`config.mk`:
```
export PLATFORM = sky130hd
export DESIGN_NAME = mem_data_buffer
export DESIGN_NICKNAME = d
export VERILOG_FILES = /design/src/rtl/mem_data_buffer.sv
export SDC_FILE = /design/constraint.sdc
export NUM_CORES = 1
export LEC_CHECK = 0
export CAP_MARGIN = 20
export CORE_MARGIN = 5
export CORE_UTILIZATION = 40
export DETAILED_ROUTE_END_ITERATION = 10
export GPL_TIMING_DRIVEN = 0
export PLACE_DENSITY = 0.66
export SYNTH_ARGS = -nofsm -noshare
export SYNTH_HDL_FRONTEND = slang
export SYNTH_SLANG_ARGS = --single-unit
```
`constraint.sdc`:
```
create_clock -name clk -period 2.1 [get_ports clk]
set_input_delay 0.21 -clock clk [delete_from_list [all_inputs] [get_ports clk]]
set_output_delay 0.21 -clock clk [all_outputs]
set_load 0.01 [all_outputs]
```
`src/rtl/mem_data_buffer.sv`:
```
// Memory read-data queue: captures load data with size/sign extension into a
// DEPTH-entry FIFO with valid/ready handshakes on both sides.
module mem_data_buffer #(
    parameter int unsigned WIDTH = 24,
    parameter int unsigned DEPTH = 2,
    parameter int unsigned CNT_W = $clog2(DEPTH + 1)
) (
    input  logic             clk,
    input  logic             rst,
    input  logic             flush,
    input  logic             in_valid,
    output logic             in_ready,
    input  logic [WIDTH-1:0] memdata,
    input  logic [1:0]       in_size,
    input  logic             in_signed,
    output logic             out_valid,
    input  logic             out_ready,
    output logic [WIDTH-1:0] data,
    output logic [CNT_W-1:0] count
);

    localparam int unsigned PTR_W = (DEPTH > 1) ? $clog2(DEPTH) : 1;
    localparam int unsigned HALF  = WIDTH / 2;

    localparam logic [1:0] SizeByte = 2'b00;
    localparam logic [1:0] SizeHalf = 2'b01;

    logic [WIDTH-1:0] storage_q [DEPTH];
    logic [PTR_W-1:0] wr_ptr_q, wr_ptr_d;
    logic [PTR_W-1:0] rd_ptr_q, rd_ptr_d;
    logic [CNT_W-1:0] count_q, count_d;

    logic             push, pop;
    logic [WIDTH-1:0] ext_data;

    // Handshake status depends only on registered occupancy.
    assign in_ready  = (count_q != CNT_W'(DEPTH));
    assign out_valid = (count_q != '0);
    assign push      = in_valid & in_ready;
    assign pop       = out_valid & out_ready;

    assign data  = storage_q[rd_ptr_q];
    assign count = count_q;

    always_comb begin
        ext_data = memdata;
        unique case (in_size)
            SizeByte: ext_data = {{(WIDTH - 8){in_signed & memdata[7]}}, memdata[7:0]};
            SizeHalf: ext_data = {{HALF{in_signed & memdata[HALF-1]}}, memdata[HALF-1:0]};
            default:  ext_data = memdata;
        endcase
    end

    always_comb begin
        wr_ptr_d = wr_ptr_q;
        rd_ptr_d = rd_ptr_q;
        count_d  = count_q;
        if (flush) begin
            wr_ptr_d = '0;
            rd_ptr_d = '0;
            count_d  = '0;
        end else begin
            // DEPTH is a power of two, so natural overflow gives the wrap.
            if (push) wr_ptr_d = wr_ptr_q + 1'b1;
            if (pop)  rd_ptr_d = rd_ptr_q + 1'b1;
            if (push && !pop) begin
                count_d = count_q + 1'b1;
            end else if (pop && !push) begin
                count_d = count_q - 1'b1;
            end
        end
    end

    always_ff @(posedge clk or posedge rst) begin
        if (rst) begin
            wr_ptr_q <= '0;
            rd_ptr_q <= '0;
            count_q  <= '0;
        end else begin
            wr_ptr_q <= wr_ptr_d;
            rd_ptr_q <= rd_ptr_d;
            count_q  <= count_d;
        end
    end

    // Flush leaves storage untouched; only the pointers are cleared.
    always_ff @(posedge clk or posedge rst) begin
        if (rst) begin
            for (int i = 0; i < DEPTH; i++) begin
                storage_q[i] <= '0;
            end
        end else if (push && !flush) begin
            storage_q[wr_ptr_q] <= ext_data;
        end
    end

endmodule

```
==> results of run 1 <==
==> worst paths after layout <==
| path | from | cells after the start | to | slack (ns) |
|---|---|---|---|---|
| worst max-delay path | rd_ptr_q$_DFFE_PP0P_ | 3 | data[19] | 0.13 |
| worst min-delay path | rst | 2 | storage_q[4]$_DFFE_PP0P_ | 0.22 |
| worst max register to register | count[1]$_DFFE_PP0P_ | 4 | storage_q[31]$_DFFE_PP0P_ | 0.27 |
| worst min register to register | storage_q[12]$_DFFE_PP0P_ | 1 | storage_q[12]$_DFFE_PP0P_ | 0.50 |
| max in group asynchronous | rst | 3 | rd_ptr_q$_DFFE_PP0P_ | 1.33 |
| min in group clk | storage_q[12]$_DFFE_PP0P_ | 1 | storage_q[12]$_DFFE_PP0P_ | 0.50 |
==> sequential cells by signal, indices dropped and copies added (netlist names) <==
name and count:
storage_q 48, wr_ptr_q 1, count 2, rd_ptr_q 1
==> worst max-delay path, cell delays in order (launching register included) <==
cell	delay [ns]
dfrtp_2	0.39
buf_4	0.21
mux2_2	0.37
clkdlybuf4s50_1	0.48
==> cell type report <==
class	count	area (um^2)	share of cell area
multi-input combinational	141	1160	0.345
timing repair buffer	61	616	0.183
clock inverter	2	10.0	0.00298
sequential	52	1300	0.387
tap	77	96.3	0.0286
inverter	4	15.0	0.00446
buffer	15	80.1	0.0238
clock buffer	6	82.6	0.0245
==> cells by family after synthesis <==
family	after synthesis	synth area share
AOI/OAI and AO/OA	36	0.119
muxes	50	0.231
buffers and inverters	20	0.0358
xor gates and xnor gates	1	0.00343
DFF	52	0.509
and+or+nand+nor	54	0.101
==> cells in the mapped netlist <==
cell      instances
nand2b_1          2
mux2_2           40
buf_4             2
o21ai_0           6
a21o_1            1
nor3b_1           1
nand2_1          40
a21oi_1           4
nor3b_2           1
nand3_1           1
xor2_1            1
or3_1             1
buf_2             6
nor3_2            2
nand3b_1          1
inv_2             2
mux2i_1           2
mux2_4            8
clkbuf_1          5
nor2b_2           1
clkbuf_2          1
o211ai_1          1
or2_2             2
dfrtp_1          52
o32a_1           24
inv_1             2
nor2_1            1
or4bb_1           1
buf_1             2
==> placed cells by master (no fill, tap or decap), types with 2 or more instances in the layout <==
cell type and count:
a21oi_1 4, buf_2 6, buf_4 6, clkbuf_1 4, clkbuf_8 6, clkdlybuf4s50_1 58, clkinv_2 2, dfrtp_1 51
inv_2 3, mux2_2 40, mux2_4 8, mux2i_1 2, nand2_1 40, nand2b_1 2, nor3_2 2, o21ai_0 6
o32a_1 24, or2_2 2
==> power by group through the flow <==
stage / clock network [mW] / registers, mW / logic (mW)
finish: 0.586 / 1.36 / 0.934
global route: 0.658 / 1.39 / 1.02
CTS: 0.610 / 1.36 / 0.940
detailed placement: 0 / 1.38 / 0.935
global placement: 0 / 1.37 / 0.920
floorplan: 0 / 1.34 / 0.549
==> repair_timing <==
item                                    CTS  global route
endpoints found under the setup margin   19            19
buffers inserted                          0             2
gates resized for setup                   5             0
==> layer usage <==
metal  up-vias  global-route usage  wire length [um]
met5         -                   0                 0
met4         0              0.0397                46
met3         5              0.0417               337
met2        51               0.251              2840
met1       910               0.213              2940
li1        904                   -                 -
==> stage by stage <==
step | hold WS (ns) | cell area, um^2 | cells
global placement | 0.473 | 3230 | 348
floorplan | 0.273 | 2550 | 213
CTS | 0.232 | 3350 | 356
finish | 0.222 | 3360 | 358
global route | 0.299 | 3360 | 358
detailed placement | 0.481 | 3250 | 349
==> flow_summary.html, run 1 <==
<table>
<tr><th>Metric</th><th>Value</th></tr>
<tr><th colspan="2">Clock tree</th></tr>
<tr><td>Number of hold-repair buffers added at the cts stage</td><td>0</td></tr>
<tr><td>Clock-pin slew on the worst setup and hold paths</td><td>around 0.090 ns</td></tr>
<tr><td>Inserted Clock Buffers</td><td>5</td></tr>
<tr><td>Depth of the CTS H-tree</td><td>2</td></tr>
<tr><td>Clock latency at the later pin of the worst-skew pair</td><td>0.30 ns</td></tr>
<tr><td>Buffer cell driving the clock tree root</td><td>clkbuf_8</td></tr>
<tr><td>Clock tree from TritonCTS</td><td>done</td></tr>
<tr><td>Maximum clock path buffer count</td><td>2</td></tr>
<tr><td>Total clock sinks</td><td>52</td></tr>
<tr><th colspan="2">Die</th></tr>
<tr><td>Chip width</td><td>89.9 um</td></tr>
<tr><td>Effective utilization at floorplan</td><td>0.407</td></tr>
<tr><td>Die footprint</td><td>0.00809 mm^2</td></tr>
<tr><td>Floorplan core area</td><td>approximately 0.0063 mm^2</td></tr>
<tr><td>Top-Level Pins</td><td>60</td></tr>
<tr><td>Standard-cell row count</td><td>29</td></tr>
<tr><td>Chip height</td><td>roughly 90 um</td></tr>
<tr><th colspan="2">Yosys</th></tr>
<tr><td>Number of warnings issued by yosys</td><td>0</td></tr>
<tr><td>Post-Synthesis Net Count</td><td>about 250</td></tr>
<tr><td>Proportion of netlist area held by the largest area contributor</td><td>0.509</td></tr>
<tr><td>Number of synthesized register bits</td><td>52</td></tr>
<tr><td>Synthesized cell area</td><td>between 0.002 and 0.003 mm^2</td></tr>
<tr><td>Avg Inst Size Synth</td><td>12.0 um^2</td></tr>
<tr><td>Leading cell types by total area after synthesis</td><td>dfrtp_1 (51%), mux2_2 (18%), o32a_1 (9.4%)</td></tr>
<tr><td>Cell count after synthesis</td><td>between 200 and 250</td></tr>
<tr><td>Cell accounting for the most synthesized area</td><td>dfrtp_1</td></tr>
<tr><td>Seq/Total Area, Yosys</td><td>0.509</td></tr>
<tr><td>Count of unique library cells instantiated by Yosys</td><td>29</td></tr>
<tr><th colspan="2">Placed design</th></tr>
<tr><td>Number of input and output port buffers inserted</td><td>58</td></tr>
<tr><td>Half-perimeter wire length after detailed placement</td><td>~4300 um</td></tr>
<tr><td>Final GP Congestion</td><td>roughly 0.75</td></tr>
<tr><td>Worst Setup Slack post-DPL</td><td>-0.212 ns</td></tr>
<tr><th colspan="2">Setup path</th></tr>
<tr><td>Kind of launch point of the worst setup path</td><td>register</td></tr>
<tr><td>Worst endpoint required time</td><td>1.89 ns</td></tr>
<tr><td>Element type at the critical path end</td><td>output port</td></tr>
<tr><td>Largest driver fanout on the critical path</td><td>10</td></tr>
<tr><td>Data arrival at the endpoint of the critical path</td><td>between 1.5 and 2 ns</td></tr>
<tr><td>Crit Path Category</td><td>register to output port</td></tr>
<tr><th colspan="2">Timing</th></tr>
<tr><td>Final count of negative-setup-slack endpoints</td><td>0</td></tr>
<tr><td>Minimum clock period after layout</td><td>1.97 ns</td></tr>
<tr><td>Share of the clock period used by the worst path</td><td>0.939</td></tr>
<tr><td>Slew Limit Fails</td><td>0</td></tr>
<tr><td>Setup ws final</td><td>around 0.13 ns</td></tr>
<tr><td>Headroom to the max-slew limit</td><td>0.615</td></tr>
<tr><td>Setup TNS</td><td>0 ns</td></tr>
<tr><td>Hold violation total from the final report</td><td>0</td></tr>
<tr><td>Worst setup skew after layout</td><td>around 0.0063 ns</td></tr>
<tr><td>Slew @ Worst Pin</td><td>0.575 ns</td></tr>
<tr><td>Highest clock frequency the design can meet</td><td>just over 500 MHz</td></tr>
<tr><td>Setup repair after global routing missed its margin</td><td>false</td></tr>
<tr><th colspan="2">Global route</th></tr>
<tr><td>Global-route wire length before repair</td><td>~10000 um</td></tr>
<tr><td>Maximum number of pins on one net before global-route repair</td><td>34</td></tr>
<tr><td>Initial antenna violation count</td><td>0</td></tr>
<tr><td>Vias in the first global route</td><td>between 2000 and 2500</td></tr>
<tr><td>Gr usage total</td><td>0.158</td></tr>
<tr><td>Remaining global-route overflow</td><td>0</td></tr>
<tr><th colspan="2">Route</th></tr>
<tr><td>Number of remaining DRC errors</td><td>0</td></tr>
<tr><td>Average routed wire per standard cell</td><td>17.2 um</td></tr>
<tr><td>Total length of routed wires</td><td>about 6200 um</td></tr>
<tr><td>Number of iterations in the first detailed-routing pass</td><td>4</td></tr>
<tr><td>Vias</td><td>approximately 1900</td></tr>
<tr><td>Initial DRC Count</td><td>66</td></tr>
<tr><td>Antenna Nets Post-Route</td><td>0</td></tr>
<tr><td>Vias per std cell</td><td>5.22</td></tr>
<tr><th colspan="2">Pwr</th></tr>
<tr><td>Overall power</td><td>2.88 mW</td></tr>
<tr><td>Int Pwr</td><td>between 2 and 2.5 mW</td></tr>
<tr><td>Fraction of power spent switching nets</td><td>0.274</td></tr>
<tr><td>Areal power density over the cells</td><td>856 mW/mm^2</td></tr>
<tr><td>Sequential share of power</td><td>0.472</td></tr>
<tr><td>Leakage</td><td>about 1.4 nW</td></tr>
<tr><td>Combinational cell fraction of total power</td><td>0.324</td></tr>
<tr><td>Part of the total power dissipated in the clock network</td><td>0.203</td></tr>
<tr><td>Maximum resistive drop on vdd</td><td>approximately 0.47 mV</td></tr>
<tr><td>Switching Power</td><td>roughly 790 uW</td></tr>
<tr><th colspan="2">Flow run</th></tr>
<tr><td>Max-cap violations</td><td>0</td></tr>
<tr><th colspan="2">Finish</th></tr>
<tr><td>Number of fill cells</td><td>between 500 and 600</td></tr>
<tr><td>Core occupancy in the finished layout</td><td>0.536</td></tr>
<tr><td>Number of antenna diodes</td><td>0</td></tr>
<tr><td>Net count of the finished layout</td><td>312</td></tr>
<tr><td>Relative area change from synthesis to final layout</td><td>31.7%</td></tr>
<tr><td>Layout cells sized above 1</td><td>0.285</td></tr>
<tr><th colspan="2">Run status</th></tr>
<tr><td>Run status</td><td>finished, final reports clean</td></tr>
<tr><th colspan="2">Hold path</th></tr>
<tr><td>Class of the most critical hold timing path</td><td>input port to async pin</td></tr>
</table>
Power figures use the tool's default switching activity.
==> run 2: changes to the inputs <==
CELL_PAD_IN_SITES_DETAIL_PLACEMENT = 1   (was unset)
CELL_PAD_IN_SITES_GLOBAL_PLACEMENT = 1   (was unset)
CORE_UTILIZATION = 35   (was 40)
PLACE_DENSITY = unset   (was 0.66)
PLACE_DENSITY_LB_ADDON = 0.1   (was unset)
clock period = 1.7 ns   (was 2.1 ns; I/O delays follow)
==> flow_summary.html, run 2 (synthesized netlist as in run 1, its figures left out) <==
<table>
<tr><th>Metric</th><th>Value</th></tr>
<tr><th colspan="2">Global route</th></tr>
<tr><td>Gr usage total</td><td>0.161</td></tr>
<tr><td>Remaining global-route overflow</td><td>0</td></tr>
<tr><td>Initial antenna violation count</td><td>0</td></tr>
<tr><td>Vias in the first global route</td><td>around 2200</td></tr>
<tr><td>Global-route wire length before repair</td><td>between 10000 and 15000 um</td></tr>
<tr><td>Maximum number of pins on one net before global-route repair</td><td>31</td></tr>
<tr><th colspan="2">Setup path</th></tr>
<tr><td>Largest stage delay on the critical path</td><td>0.47 ns</td></tr>
<tr><td>Largest driver fanout on the critical path</td><td>8</td></tr>
<tr><td>Number of buffer and inverter instances along the worst setup path</td><td>1</td></tr>
<tr><td>Worst setup slack for register-to-register paths</td><td>slightly above 0.07 ns</td></tr>
<tr><td>Endpoint of the worst-slack reg-to-reg timing path</td><td>storage_q[4]$_DFFE_PP0P_</td></tr>
<tr><td>Crit Path Category</td><td>register to register</td></tr>
<tr><td>Top Family by Delay on Critical Path</td><td>simple AND/OR/NAND/NOR gates</td></tr>
<tr><td>Data arrival at the endpoint of the critical path</td><td>1.84 ns</td></tr>
<tr><td>Critical-path cell with the highest stage delay</td><td>or3_4</td></tr>
<tr><td>Kind of launch point of the worst setup path</td><td>register</td></tr>
<tr><td>Cells on worst reg2reg path</td><td>4</td></tr>
<tr><td>Startpoint of the most critical register-to-register path</td><td>count[1]$_DFFE_PP0P_</td></tr>
<tr><td>Cells traversed along the worst timing path</td><td>nor2b_4, buf_4, or3_4, mux2_4</td></tr>
<tr><td>Worst endpoint required time</td><td>~1.9 ns</td></tr>
<tr><td>Element type at the critical path end</td><td>register</td></tr>
<tr><th colspan="2">Clock tree</th></tr>
<tr><td>Inserted Clock Buffers</td><td>5</td></tr>
<tr><td>Clock tree from TritonCTS</td><td>done</td></tr>
<tr><td>Clock latency at the later pin of the worst-skew pair</td><td>about 0.31 ns</td></tr>
<tr><td>Depth of the CTS H-tree</td><td>2</td></tr>
<tr><td>Total clock sinks</td><td>between 50 and 60</td></tr>
<tr><td>Clock-pin slew on the worst setup and hold paths</td><td>0.11 ns</td></tr>
<tr><td>Maximum clock path buffer count</td><td>2</td></tr>
<tr><td>Buffer cell driving the clock tree root</td><td>clkbuf_8</td></tr>
<tr><th colspan="2">Die</th></tr>
<tr><td>Die footprint</td><td>0.00911 mm^2</td></tr>
<tr><td>Chip width</td><td>about 95 um</td></tr>
<tr><td>Standard-cell row count</td><td>31</td></tr>
<tr><td>Effective utilization at floorplan</td><td>0.356</td></tr>
<tr><td>Floorplan core area</td><td>between 0.007 and 0.008 mm^2</td></tr>
<tr><td>Chip height</td><td>95.4 um</td></tr>
<tr><td>Top-Level Pins</td><td>60</td></tr>
<tr><th colspan="2">Finish</th></tr>
<tr><td>Relative area change from synthesis to final layout</td><td>33.3%</td></tr>
<tr><td>Top reg by flops</td><td>storage_q</td></tr>
<tr><td>Layout cells sized above 1</td><td>0.379</td></tr>
<tr><td>Flip-flop count of the largest register, all copies and words added</td><td>between 40 and 50</td></tr>
<tr><td>Most frequent standard cell in the layout excluding fill and tap cells</td><td>dfrtp_1</td></tr>
<tr><td>Highest-count cells in the layout ignoring fill and taps</td><td>dfrtp_1 (49), nand2_1 (40), mux2_2 (40), clkdlybuf4s50_1 (31), o32a_1 (24)</td></tr>
<tr><td>Number of antenna diodes</td><td>0</td></tr>
<tr><td>Core occupancy in the finished layout</td><td>0.474</td></tr>
<tr><td>Number of fill cells</td><td>~800</td></tr>
<tr><td>Net count of the finished layout</td><td>between 300 and 400</td></tr>
<tr><th colspan="2">Timing</th></tr>
<tr><td>Slew Limit Fails</td><td>0</td></tr>
<tr><td>Final count of negative-setup-slack endpoints</td><td>0</td></tr>
<tr><td>Hold_ws</td><td>between 0.2 and 0.25 ns</td></tr>
<tr><td>Hold violation total from the final report</td><td>0</td></tr>
<tr><td>Share of the clock period used by the worst path</td><td>0.958</td></tr>
<tr><td>Minimum clock period after layout</td><td>between 1.5 and 2 ns</td></tr>
<tr><td>Setup repair after global routing missed its margin</td><td>false</td></tr>
<tr><td>Slew @ Worst Pin</td><td>around 0.55 ns</td></tr>
<tr><td>Highest clock frequency the design can meet</td><td>roughly 600 MHz</td></tr>
<tr><td>Worst setup skew after layout</td><td>0.00926 ns</td></tr>
<tr><td>Headroom to the max-slew limit</td><td>0.636</td></tr>
<tr><th colspan="2">Route</th></tr>
<tr><td>Total length of routed wires</td><td>around 6900 um</td></tr>
<tr><td>Initial DRC Count</td><td>41</td></tr>
<tr><td>Vias</td><td>1941</td></tr>
<tr><td>Average routed wire per standard cell</td><td>roughly 18 um</td></tr>
<tr><td>Number of iterations in the first detailed-routing pass</td><td>4</td></tr>
<tr><td>Vias per std cell</td><td>5.05</td></tr>
<tr><td>Antenna Nets Post-Route</td><td>0</td></tr>
<tr><td>Number of remaining DRC errors</td><td>0</td></tr>
<tr><th colspan="2">Placed design</th></tr>
<tr><td>Final GP Congestion</td><td>0.701</td></tr>
<tr><td>Number of input and output port buffers inserted</td><td>58</td></tr>
<tr><td>Half-perimeter wire length after detailed placement</td><td>~4700 um</td></tr>
<tr><th colspan="2">Run status</th></tr>
<tr><td>Run status</td><td>finished, final reports clean</td></tr>
<tr><th colspan="2">Hold path</th></tr>
<tr><td>Class of the most critical hold timing path</td><td>input port to async pin</td></tr>
<tr><th colspan="2">Pwr</th></tr>
<tr><td>Areal power density over the cells</td><td>between 1000 and 1500 mW/mm^2</td></tr>
<tr><td>Maximum resistive drop on vdd</td><td>0.333 mV</td></tr>
<tr><td>Leakage</td><td>1.49 nW</td></tr>
<tr><th colspan="2">Flow run</th></tr>
<tr><td>Max-cap violations</td><td>0</td></tr>
</table>
-- run 2: cell count changes in the layout (fill, tap and decap cells not counted), moves of 3 or more --
cell             previous run  this run
clkdlybuf4s50_1            58        31
buf_2                       6        22
dlygate4sd2_1               0         7
clkbuf_2                    1         4
-- run 2: power breakdown --
| part | switching (mW) | leakage [nW] | internal (mW) |
|---|---|---|---|
| Sequential | 0.163 | 0.609 | 1.53 |
| Clock | 0.437 | 0.0541 | 0.437 |
| Combinational | 0.436 | 0.823 | 0.618 |
-- run 2: per-layer routing --
metal / GRT usage / vias to the layer above / share of wire
met5: 0 / - / 0
met1: 0.201 / 989 / 0.43
met4: 0.0391 / 0 / 0.0098
met3: 0.0308 / 6 / 0.031
li1: - / 914 / -
met2: 0.285 / 32 / 0.53
-- run 2: worst max-delay path by stage --
| stage | startpoint | to | depth (start not counted) |
|---|---|---|---|
| after global placement | rst | storage_q[8]$_DFFE_PP0P_ | 2 |
| final | count[1]$_DFFE_PP0P_ | storage_q[4]$_DFFE_PP0P_ | 4 |
| after floorplan | count[1]$_DFFE_PP0P_ | storage_q[24]$_DFFE_PP0P_ | 4 |
| after detailed placement | rd_ptr_q$_DFFE_PP0P_ | data[22] | 4 |
| after CTS | rd_ptr_q$_DFFE_PP0P_ | data[12] | 4 |
| after global routing | wr_ptr_q$_DFFE_PP0P_ | storage_q[22]$_DFFE_PP0P_ | 4 |
-- run 2: final cells by class --
cell class	instances	area [um^2]	share of cell area
multi-input combinational	141	1190	0.350
sequential	52	1310	0.383
clock buffer	5	68.8	0.0202
timing repair buffer	66	556	0.163
tap	99	124	0.0364
inverter	4	15.0	0.00441
buffer	14	101	0.0298
clock inverter	3	42.5	0.0125
-- run 2: per-stage QoR --
step | power [mW] | area (um^2) | setup slack, ns | std cells | TNS [ns]
global route | 3.83 | 3400 | 0.00982 | 384 | 0
finish | 3.62 | 3400 | 0.0706 | 384 | 0
floorplan | 2.33 | 2550 | 0.0545 | 213 | 0
detailed placement | 2.88 | 3280 | -0.542 | 371 | -25.02
global placement | 2.84 | 3260 | -0.845 | 370 | -67.95
CTS | 3.73 | 3500 | -0.0255 | 384 | -0.0255
-- run 2: what timing repair did --
| item | CTS | global route |
|---|---|---|
| setup buffers | 6 | 1 |
| resized for setup | 81 | 24 |
| setup endpoints to repair | 58 | 36 |
| pin swaps | 2 | 0 |
| hold buffers | 0 | 0 |
-- run 2: worst register-to-register path: cells and delay by family, from the launching register on --
| family | cells | cell delay [ns] |
|---|---|---|
| and+or+nand+nor | 2 | 0.61 |
| buffers and inverters | 1 | 0.15 |
| muxes | 1 | 0.34 |
| DFF | 1 | 0.44 |
==> run 3: changes to the inputs <==
SKIP_CTS_REPAIR_TIMING = 1   (was unset)
==> flow_summary.html, run 3 (synthesized netlist as in run 1, its figures left out) <==
<table>
<tr><th>Metric</th><th>Value</th></tr>
<tr><th colspan="2">Finish</th></tr>
<tr><td>Most frequent standard cell in the layout excluding fill and tap cells</td><td>dfrtp_1</td></tr>
<tr><td>Top reg by flops</td><td>storage_q</td></tr>
<tr><td>Highest-count cells in the layout ignoring fill and taps</td><td>dfrtp_1 (49), clkdlybuf4s50_1 (47), nand2_1 (40), mux2_2 (40), o32a_1 (24)</td></tr>
<tr><td>Flip-flop count of the largest register, all copies and words added</td><td>48</td></tr>
<tr><td>Core occupancy in the finished layout</td><td>0.494</td></tr>
<tr><td>Relative area change from synthesis to final layout</td><td>38.6%</td></tr>
<tr><td>Number of antenna diodes</td><td>0</td></tr>
<tr><td>Net count of the finished layout</td><td>319</td></tr>
<tr><td>Layout cells sized above 1</td><td>0.319</td></tr>
<tr><th colspan="2">Global route</th></tr>
<tr><td>Met2 capacity usage during global routing</td><td>0.276</td></tr>
<tr><td>Global-route wire length before repair</td><td>around 11000 um</td></tr>
<tr><td>Most heavily used metal layer in global routing</td><td>met2</td></tr>
<tr><td>Remaining global-route overflow</td><td>0</td></tr>
<tr><td>GR Layer Usage met1</td><td>0.199</td></tr>
<tr><td>Maximum number of pins on one net before global-route repair</td><td>31</td></tr>
<tr><td>Vias in the first global route</td><td>2167</td></tr>
<tr><td>Gr usage total</td><td>0.158</td></tr>
<tr><td>Met3 Track Usage GR</td><td>0.0292</td></tr>
<tr><td>Initial antenna violation count</td><td>0</td></tr>
<tr><th colspan="2">Setup path</th></tr>
<tr><td>Element type at the critical path end</td><td>output port</td></tr>
<tr><td>Number of buffer and inverter instances along the worst setup path</td><td>2</td></tr>
<tr><td>Largest stage delay on the critical path</td><td>slightly below 0.5 ns</td></tr>
<tr><td>Top Family by Delay on Critical Path</td><td>buffers and inverters</td></tr>
<tr><td>Crit Path Category</td><td>register to output port</td></tr>
<tr><td>Largest driver fanout on the critical path</td><td>10</td></tr>
<tr><td>Worst endpoint required time</td><td>1.53 ns</td></tr>
<tr><td>Kind of launch point of the worst setup path</td><td>register</td></tr>
<tr><td>Data arrival at the endpoint of the critical path</td><td>approximately 1.8 ns</td></tr>
<tr><td>Cells traversed along the worst timing path</td><td>buf_6, mux2_2, clkdlybuf4s50_1</td></tr>
<tr><td>Critical-path cell with the highest stage delay</td><td>clkdlybuf4s50_1</td></tr>
<tr><th colspan="2">Timing</th></tr>
<tr><td>Headroom to the max-slew limit</td><td>0.640</td></tr>
<tr><td>Minimum clock period after layout</td><td>1.92 ns</td></tr>
<tr><td>Setup repair after global routing missed its margin</td><td>true</td></tr>
<tr><td>Highest clock frequency the design can meet</td><td>521 MHz</td></tr>
<tr><td>Slew Limit Fails</td><td>0</td></tr>
<tr><td>Setup TNS</td><td>-3.28 ns</td></tr>
<tr><td>Hold violation total from the final report</td><td>0</td></tr>
<tr><td>Final count of negative-setup-slack endpoints</td><td>16</td></tr>
<tr><td>Worst setup skew after layout</td><td>0.0101 ns</td></tr>
<tr><td>Setup ws final</td><td>-0.221 ns</td></tr>
<tr><td>Slew @ Worst Pin</td><td>about 0.54 ns</td></tr>
<tr><td>Share of the clock period used by the worst path</td><td>1.13</td></tr>
<tr><th colspan="2">Clock tree</th></tr>
<tr><td>Inserted Clock Buffers</td><td>5</td></tr>
<tr><td>Clock latency at the later pin of the worst-skew pair</td><td>~0.31 ns</td></tr>
<tr><td>Depth of the CTS H-tree</td><td>2</td></tr>
<tr><td>Buffer cell driving the clock tree root</td><td>clkbuf_8</td></tr>
<tr><td>Maximum clock path buffer count</td><td>2</td></tr>
<tr><td>Total clock sinks</td><td>52</td></tr>
<tr><td>Clock-pin slew on the worst setup and hold paths</td><td>roughly 0.10 ns</td></tr>
<tr><td>Clock tree from TritonCTS</td><td>done</td></tr>
<tr><th colspan="2">Placed design</th></tr>
<tr><td>Number of input and output port buffers inserted</td><td>58</td></tr>
<tr><td>Final GP Congestion</td><td>around 0.7</td></tr>
<tr><td>Half-perimeter wire length after detailed placement</td><td>around 4700 um</td></tr>
<tr><th colspan="2">Die</th></tr>
<tr><td>Effective utilization at floorplan</td><td>0.356</td></tr>
<tr><td>Top-Level Pins</td><td>60</td></tr>
<tr><td>Floorplan core area</td><td>0.00718 mm^2</td></tr>
<tr><td>Die footprint</td><td>~0.0091 mm^2</td></tr>
<tr><td>Chip height</td><td>around 95 um</td></tr>
<tr><td>Chip width</td><td>between 90 and 100 um</td></tr>
<tr><td>Standard-cell row count</td><td>31</td></tr>
<tr><th colspan="2">Pwr</th></tr>
<tr><td>Combinational cell fraction of total power</td><td>0.313</td></tr>
<tr><td>Sequential share of power</td><td>0.454</td></tr>
<tr><td>Leakage</td><td>approximately 1.6 nW</td></tr>
<tr><td>Switching Power</td><td>1.02 mW</td></tr>
<tr><td>Maximum resistive drop on vdd</td><td>around 0.33 mV</td></tr>
<tr><td>Int Pwr</td><td>approximately 2.7 mW</td></tr>
<tr><td>Fraction of power spent switching nets</td><td>0.275</td></tr>
<tr><td>Part of the total power dissipated in the clock network</td><td>0.232</td></tr>
<tr><td>Areal power density over the cells</td><td>around 1100 mW/mm^2</td></tr>
<tr><th colspan="2">Route</th></tr>
<tr><td>Number of remaining DRC errors</td><td>0</td></tr>
<tr><td>Average routed wire per standard cell</td><td>~18 um</td></tr>
<tr><td>Initial DRC Count</td><td>38</td></tr>
<tr><td>Total length of routed wires</td><td>between 6000 and 7000 um</td></tr>
<tr><td>Vias</td><td>between 1500 and 2000</td></tr>
<tr><td>Antenna Nets Post-Route</td><td>0</td></tr>
<tr><td>Number of iterations in the first detailed-routing pass</td><td>4</td></tr>
<tr><td>Vias per std cell</td><td>5.01</td></tr>
<tr><th colspan="2">Run status</th></tr>
<tr><td>Violations in the final reports</td><td>setup timing</td></tr>
<tr><td>Run status</td><td>finished, violations left</td></tr>
<tr><th colspan="2">Flow run</th></tr>
<tr><td>Max-cap violations</td><td>0</td></tr>
<tr><th colspan="2">Hold path</th></tr>
<tr><td>Class of the most critical hold timing path</td><td>input port to async pin</td></tr>
</table>
[run 3: changes by cell type in the layout (fill, tap and decap cells not counted), moves of 2 or more]
cell	delta
clkbuf_2	-2
dlygate4sd2_1	-7
buf_2	-17
dlymetal6s2s_1	+10
buf_4	+2
buf_12	-2
clkdlybuf4s50_1	+16
[run 3: final cells by class]
type,count,area (um^2)
inverters,4,15.0
clock inverters,3,42.5
multi-input cells,141,1190
clock buffers,5,68.8
repair buffers,68,696
plain buffers,15,98.8
fillers,784,3630
flip-flops and latches,52,1310
well taps,99,124
[run 3: routing by layer]
metal	vias up	share of wire
li1	922	-
met1	976	0.44
met2	32	0.52
met3	7	0.025
met4	0	0.012
met5	-	0
[run 3: through the flow]
stage / setup WS, ns / hold slack, ns / cells / instance area (um^2) / power, mW
4_1_cts: -0.897 / 0.230 / 379 / 3390 / 3.76
6_report: -0.221 / 0.220 / 387 / 3540 / 3.72
3_3_place_gp: -0.845 / 0.473 / 370 / 3260 / 2.84
5_1_grt: -0.294 / 0.246 / 387 / 3540 / 3.95
3_5_place_dp: -0.542 / 0.484 / 371 / 3280 / 2.88
2_1_floorplan: 0.0545 / 0.233 / 213 / 2550 / 2.33
[run 3: worst paths after layout]
check	startpoint	endpoint	slack, ns	depth (start not counted)
worst max-delay path	rd_ptr_q$_DFFE_PP0P_	data[22]	-0.22	3
max in group asynchronous	rst	storage_q[32]$_DFFE_PP0P_	0.94	3
worst min-delay path	rst	storage_q[21]$_DFFE_PP0P_	0.22	2
worst max register to register	count[1]$_DFFE_PP0P_	storage_q[4]$_DFFE_PP0P_	0.02	5
min in group clk	in_valid	wr_ptr_q$_DFFE_PP0P_	0.31	3
worst min register to register	storage_q[12]$_DFFE_PP0P_	storage_q[12]$_DFFE_PP0P_	0.50	1
[run 3: power by group through the flow]
stage          Sequential, mW  Clock [mW]  Combinational [mW]
2_1_floorplan            1.65           0               0.678
3_3_place_gp             1.70           0                1.14
3_5_place_dp             1.71           0                1.17
6_report                 1.69       0.865                1.17
5_1_grt                  1.73       0.953                1.27
4_1_cts                  1.69       0.893                1.18
